File: config.mk
export PLATFORM = sky130hd
export DESIGN_NAME = pipe_stage_skid
export DESIGN_NICKNAME = d
export VERILOG_FILES = /design/src/rtl/pipe_pkg.sv /design/src/rtl/pipe_skid_ctrl.sv /design/src/rtl/pipe_stage_skid.sv
export SDC_FILE = /design/constraint.sdc
export NUM_CORES = 1
export LEC_CHECK = 0
export BUFFER_PORTS_ARGS = -buffer_cell sky130_fd_sc_hd__buf_2
export CORE_MARGIN = 2
export CORE_UTILIZATION = 55
export DETAILED_ROUTE_END_ITERATION = 12
export PLACE_DENSITY = 0.82
export SETUP_SLACK_MARGIN = 0.2
export SLEW_MARGIN = 25
export SYNTH_ARGS = -nofsm -noshare
export SYNTH_HDL_FRONTEND = slang
export SYNTH_SLANG_ARGS = --single-unit
File: constraint.sdc
create_clock -name clk -period 12.37 [get_ports clk]
set_input_delay 1.8555 -clock clk [delete_from_list [all_inputs] [get_ports clk]]
set_output_delay 1.8555 -clock clk [all_outputs]
set_load 0.005 [all_outputs]
File: src/rtl/pipe_pkg.sv
// pipe_pkg: shared state encoding, NOP payload, control bundle type and counter helper for pipeline stages
package pipe_pkg;
   typedef enum logic [1:0] {EMPTY = 2'd0, BUSY = 2'd1, FULL = 2'd2} state_t;
   localparam logic [31:0] NOP = 32'h00000013;
   typedef struct packed {
      logic [3:0] wb;
      logic [3:0] mem;
      logic [7:0] ex;
   } ctrl_t;
   localparam ctrl_t CTRL_ZERO = '0;
   function automatic logic [31:0] sat_inc(input logic [31:0] v);
      return (v == 32'hFFFFFFFF) ? v : v + 32'd1;
   endfunction
endpackage

File: src/rtl/pipe_skid_ctrl.sv
// pipe_skid_ctrl: EMPTY/BUSY/FULL handshake FSM with registered in_ready and datapath load enables
module pipe_skid_ctrl
   import pipe_pkg::*;
(
   input  logic clk,
   input  logic rst,
   input  logic in_valid,
   input  logic out_ready,
   input  logic hold,
   input  logic flush,
   output logic in_ready,
   output logic out_valid,
   output logic ld_main,
   output logic ld_skid,
   output logic mv_skid
);
   state_t state, nxt;
   logic acc, dlv;
   // state register; in_ready is registered from the next state so it drops together with entering FULL
   always_ff @(posedge clk or negedge rst)
      if (!rst) begin
         state <= EMPTY;
         in_ready <= 1'b1;
      end else begin
         state <= nxt;
         in_ready <= nxt != FULL;
      end
   assign out_valid = state != EMPTY;
   // next state and enables; flush empties the stage without touching storage
   always_comb begin
      acc = in_valid & in_ready & ~flush;
      dlv = out_valid & out_ready & ~hold;
      nxt = state;
      ld_main = 1'b0;
      ld_skid = 1'b0;
      mv_skid = 1'b0;
      if (flush) nxt = EMPTY;
      else case (state)
         EMPTY: begin
            ld_main = acc;
            nxt = acc ? BUSY : EMPTY;
         end
         BUSY: begin
            ld_main = acc & dlv;
            ld_skid = acc & ~dlv;
            nxt = (acc & ~dlv) ? FULL : (~acc & dlv) ? EMPTY : BUSY;
         end
         FULL: begin
            mv_skid = dlv;
            nxt = dlv ? BUSY : FULL;
         end
         default: nxt = EMPTY;
      endcase
   end
endmodule

File: src/rtl/pipe_stage_skid.sv
// pipe_stage_skid: generic valid/ready pipeline register with 2-entry skid, flush and hold; PIPE_STAGE_PERF_EN adds stall/flush counters
module pipe_stage_skid
   import pipe_pkg::*;
#(
   parameter int          DATA_W      = 32,
   parameter int          CTRL_W      = 16,
   parameter int          PC_W        = 32,
   parameter logic [31:0] BUBBLE_DATA = NOP
) (
   input  logic              clk,
   input  logic              rst,
   input  logic              in_valid,
   output logic              in_ready,
   input  logic [DATA_W-1:0] in_data,
   input  logic [CTRL_W-1:0] in_ctrl,
   input  logic [PC_W-1:0]   in_pc,
   input  logic              hold,
   input  logic              flush,
   output logic              out_valid,
   input  logic              out_ready,
   output logic [DATA_W-1:0] out_data,
   output logic [CTRL_W-1:0] out_ctrl,
   output logic [PC_W-1:0]   out_pc
`ifdef PIPE_STAGE_PERF_EN
   ,
   output logic [31:0]       stall_cnt,
   output logic [31:0]       flush_cnt
`endif
);
   logic ld_main, ld_skid, mv_skid;
   logic [DATA_W-1:0] main_data, skid_data;
   logic [CTRL_W-1:0] main_ctrl, skid_ctrl;
   logic [PC_W-1:0]   main_pc, skid_pc;

   pipe_skid_ctrl u_ctrl (
      .clk       (clk),
      .rst       (rst),
      .in_valid  (in_valid),
      .out_ready (out_ready),
      .hold      (hold),
      .flush     (flush),
      .in_ready  (in_ready),
      .out_valid (out_valid),
      .ld_main   (ld_main),
      .ld_skid   (ld_skid),
      .mv_skid   (mv_skid)
   );

   // payload storage: main takes a fresh beat or the older skid beat; skid only catches the overflow beat
   always_ff @(posedge clk) begin
      if (ld_main) begin
         main_data <= in_data;
         main_ctrl <= in_ctrl;
         main_pc   <= in_pc;
      end else if (mv_skid) begin
         main_data <= skid_data;
         main_ctrl <= skid_ctrl;
         main_pc   <= skid_pc;
      end
      if (ld_skid) begin
         skid_data <= in_data;
         skid_ctrl <= in_ctrl;
         skid_pc   <= in_pc;
      end
   end

   assign out_data = out_valid ? main_data : DATA_W'(BUBBLE_DATA);
   assign out_ctrl = out_valid ? main_ctrl : CTRL_W'(CTRL_ZERO);
   assign out_pc   = out_valid ? main_pc : '0;

`ifdef PIPE_STAGE_PERF_EN
   // saturating counters of stalled output cycles and of flushes that actually discard something
   always_ff @(posedge clk or negedge rst)
      if (!rst) begin
         stall_cnt <= '0;
         flush_cnt <= '0;
      end else begin
         if (out_valid & (~out_ready | hold)) stall_cnt <= sat_inc(stall_cnt);
         if (flush & (out_valid | in_valid)) flush_cnt <= sat_inc(flush_cnt);
      end
`else
`endif
endmodule
==> metrics <==
status=completed; layout cells sized above 1=0.5127; fin crit share=0.3354; Pwr per Cell Area=~150 nW/um2; first-pass GRT wire length=18490 um; Slowest Stage Delay on Critical Path=between 0.8 and 0.9 ns; fin. max-slew vios=0; Cell variety after synth=22; CTS tree=yes; Placer Congestion=approximately 0.8; Total Routing Usage GR=0.1868; ANT nets after route=0; WL per Instance=between 15 and 20 um; Fin. Hold Viols=0; r2r endpoint=main_data[30]; Num CTS Buffers=17; worst setup path start=flush; critical hold path startpoint=skid_ctrl[6]; Worst-Margin Slew=between 0.9 and 1 ns; Initial Utilization=0.5682; remaining global-route overflow=0; Die X-Extent=~120 um; largest fanout on the critical path=53; DR pass1 iterations=4; RSZ-0062 raised after global routing=no; fin nets=approximately 630; Post-DP HPWL=between 7000 and 8000 um; #FFs+latches synth=~160; I/O pin count=around 170; register clock-pin slew on the reported worst setup and hold paths=roughly 0.060 ns; initial antenna violation count=2; sequential area share after synthesis=0.7093; largest net degree at the start of global routing=83; Worst R2R Start=u_ctrl.state[0]; setup TNS=0 ns; TritonCTS Sinks=163; Post-CTS Resized=0; CP Data Arrival Time=between 4 and 5 ns; WS Path Type=in2reg; DRT iter0 DRCs=170; wirelength, routed=between 10000 and 15000 um; DR vias=roughly 3600; area grow syn2layout=22.75%; warning count from the yosys run=0; die area=between 10000 and 15000 um2; commonest non-fill, non-tap cell in the layout=buf_2; clk buf depth=2; Avg Cell Area, Syn=around 19 um2; Critical Path Start Type=primary input; Clk Latency, worst-skew pair=0.41 ns; mapped cell area=6882 um2; Hold Crit Class=reg2reg; most frequent cells in the layout=buf_2 (167), edfxtp_1 (160), mux2_4 (80); static leakage=around 0.0036 uW; reg-to-reg slack, setup=between 8 and 9 ns; # fillers=just over 800; maximum VDD drop=0.1132 mV; fmax=between 200 and 250 MHz; die height=approximately 120 um; Max-slew headroom=0.3394; # Max-Cap Violations=0; Vias/cell=5.026; Final Skew=between 0.006 and 0.007 ns; CTS root buf=clkbuf_16; Crit path required time=approximately 13 ns; worst r2r path cells=7; num rows=40; setup bufs post-CTS=0; hold buffers post-CTS=0; Final setup viols=0; Post-Place Cells=around 700; Core Area=roughly 12000 um2; CP Cell Sequence=buf_2, inv_1, and3_1, ha_1, nand2_1, a211o_4, buf_4, mux2_4; H-tree levels=4; Cell Count, Final, Fillers Out=720; Critical Path Sink=main_data[30]; crit end category=register; slowest CP cell=buf_4; vias in the first global route=3697; Period minus WS final=4.149 ns; syn_nets=about 450; DRC viols=0; post-synthesis cell count=roughly 370; port bufs=167
routing by layer:
| layer | share of wire | wire length, um | GRT usage | vias up |
|---|---|---|---|---|
| met5 | 0.0013 | 16 | 0 | - |
| met4 | 0.012 | 150 | 0.07937 | 2 |
| met3 | 0.075 | 909 | 0.06381 | 16 |
| met2 | 0.50 | 6043 | 0.3099 | 139 |
| met1 | 0.41 | 5046 | 0.2245 | 1764 |
| li1 | - | - | - | 1698 |
synthesized netlist by cell type:
cell	count	area, um2
dfstp_2	1	26.28
and3_1	2	12.51
a21oi_1	1	5.000
nor4bb_1	2	20.02
ha_1	2	25.02
a211oi_1	1	7.510
nand3b_1	1	7.510
or2_2	1	6.260
nor2_1	3	11.26
inv_1	3	11.26
nor2b_1	3	18.77
buf_6	9	101.4
clkbuf_1	9	33.78
a211o_1	1	8.760
nand2_1	2	7.510
a22oi_1	1	7.510
dfrtp_1	2	50.05
or3b_2	1	8.760
nand2b_1	4	25.02
and2_1	77	481.7
edfxtp_1	160	4805
mux2_4	80	1201
metrics by stage:
| stage | total power (uW) | setup slack, ns | hold WS [ns] | area, um2 | util |
|---|---|---|---|---|---|
| 3_5_place_dp | 766.5 | 7.812 | 0.5346 | 7835 | 0.6469 |
| 6_report | 1264 | 8.221 | 0.5428 | 8447 | 0.6974 |
| 5_1_grt | 1309 | 8.137 | 0.5553 | 8442 | 0.6970 |
| 3_3_place_gp | 760.3 | 7.904 | 0.5282 | 7833 | 0.6467 |
| 4_1_cts | 1276 | 8.252 | 0.5488 | 8411 | 0.6944 |
| 2_1_floorplan | 719.8 | 5.565 | 0.5268 | 6882 | - |
worst max-delay path: cells and delay by family:
family	cells	cell delay, ns
multiplexers	1	0.35
buffers and inverters	3	1.11
AO/OA/AOI/OAI	1	0.47
AND/OR/NAND/NOR	2	0.26
adder cells (fa/ha/maj)	1	0.21
power by group:
part | total, uW | switching (uW) | internal, uW
combinational | 120 | 58.4 | 61.8
sequential | 634 | 4.29 | 630
clock | 510 | 196 | 314
total | 1260 | 259 | 1010
kinds of logic (layout without fill, tap and decap cells):
group | count (synthesis) | count (layout) | share of synthesized area
flip-flops | 163 | 163 | 0.7093
multiplexers | 80 | 80 | 0.1745
AO/OA/AOI/OAI | 4 | 4 | 0.004182
buffers and inverters | 21 | 205 | 0.02127
other | 0 | 2 | 0
AND/OR/NAND/NOR | 96 | 96 | 0.08709
adder cells (fa/ha/maj) | 2 | 2 | 0.003636
layout make-up:
type / count / area [um2] / area share
antenna: 2 / 5.005 / 0.0005925
clock buffer: 20 / 436.7 / 0.05170
clock inverter: 12 / 138.9 / 0.01644
inverter: 3 / 11.26 / 0.001333
multi-input combinational: 182 / 1882 / 0.2228
sequential: 163 / 4881 / 0.5778
tap: 168 / 210.2 / 0.02489
timing repair buffer: 170 / 882.1 / 0.1044
worst min path at each step:
stage	end	slack, ns	depth (start not counted)
after floorplan	main_ctrl[0]	0.53	1
after global placement	main_pc[29]	0.53	1
after detailed placement	main_data[16]	0.53	1
after CTS	main_data[14]	0.55	1
after global routing	main_data[25]	0.56	1
final	main_ctrl[6]	0.54	1
registers in the layout, indices dropped and copies added (netlist names):
signal / flops
main_ctrl: 16
main_data: 32
main_pc: 32
skid_ctrl: 16
u_ctrl.state: 2
u_ctrl.in_ready: 1
skid_pc: 32
skid_data: 32
Power figures use the tool's default switching activity.
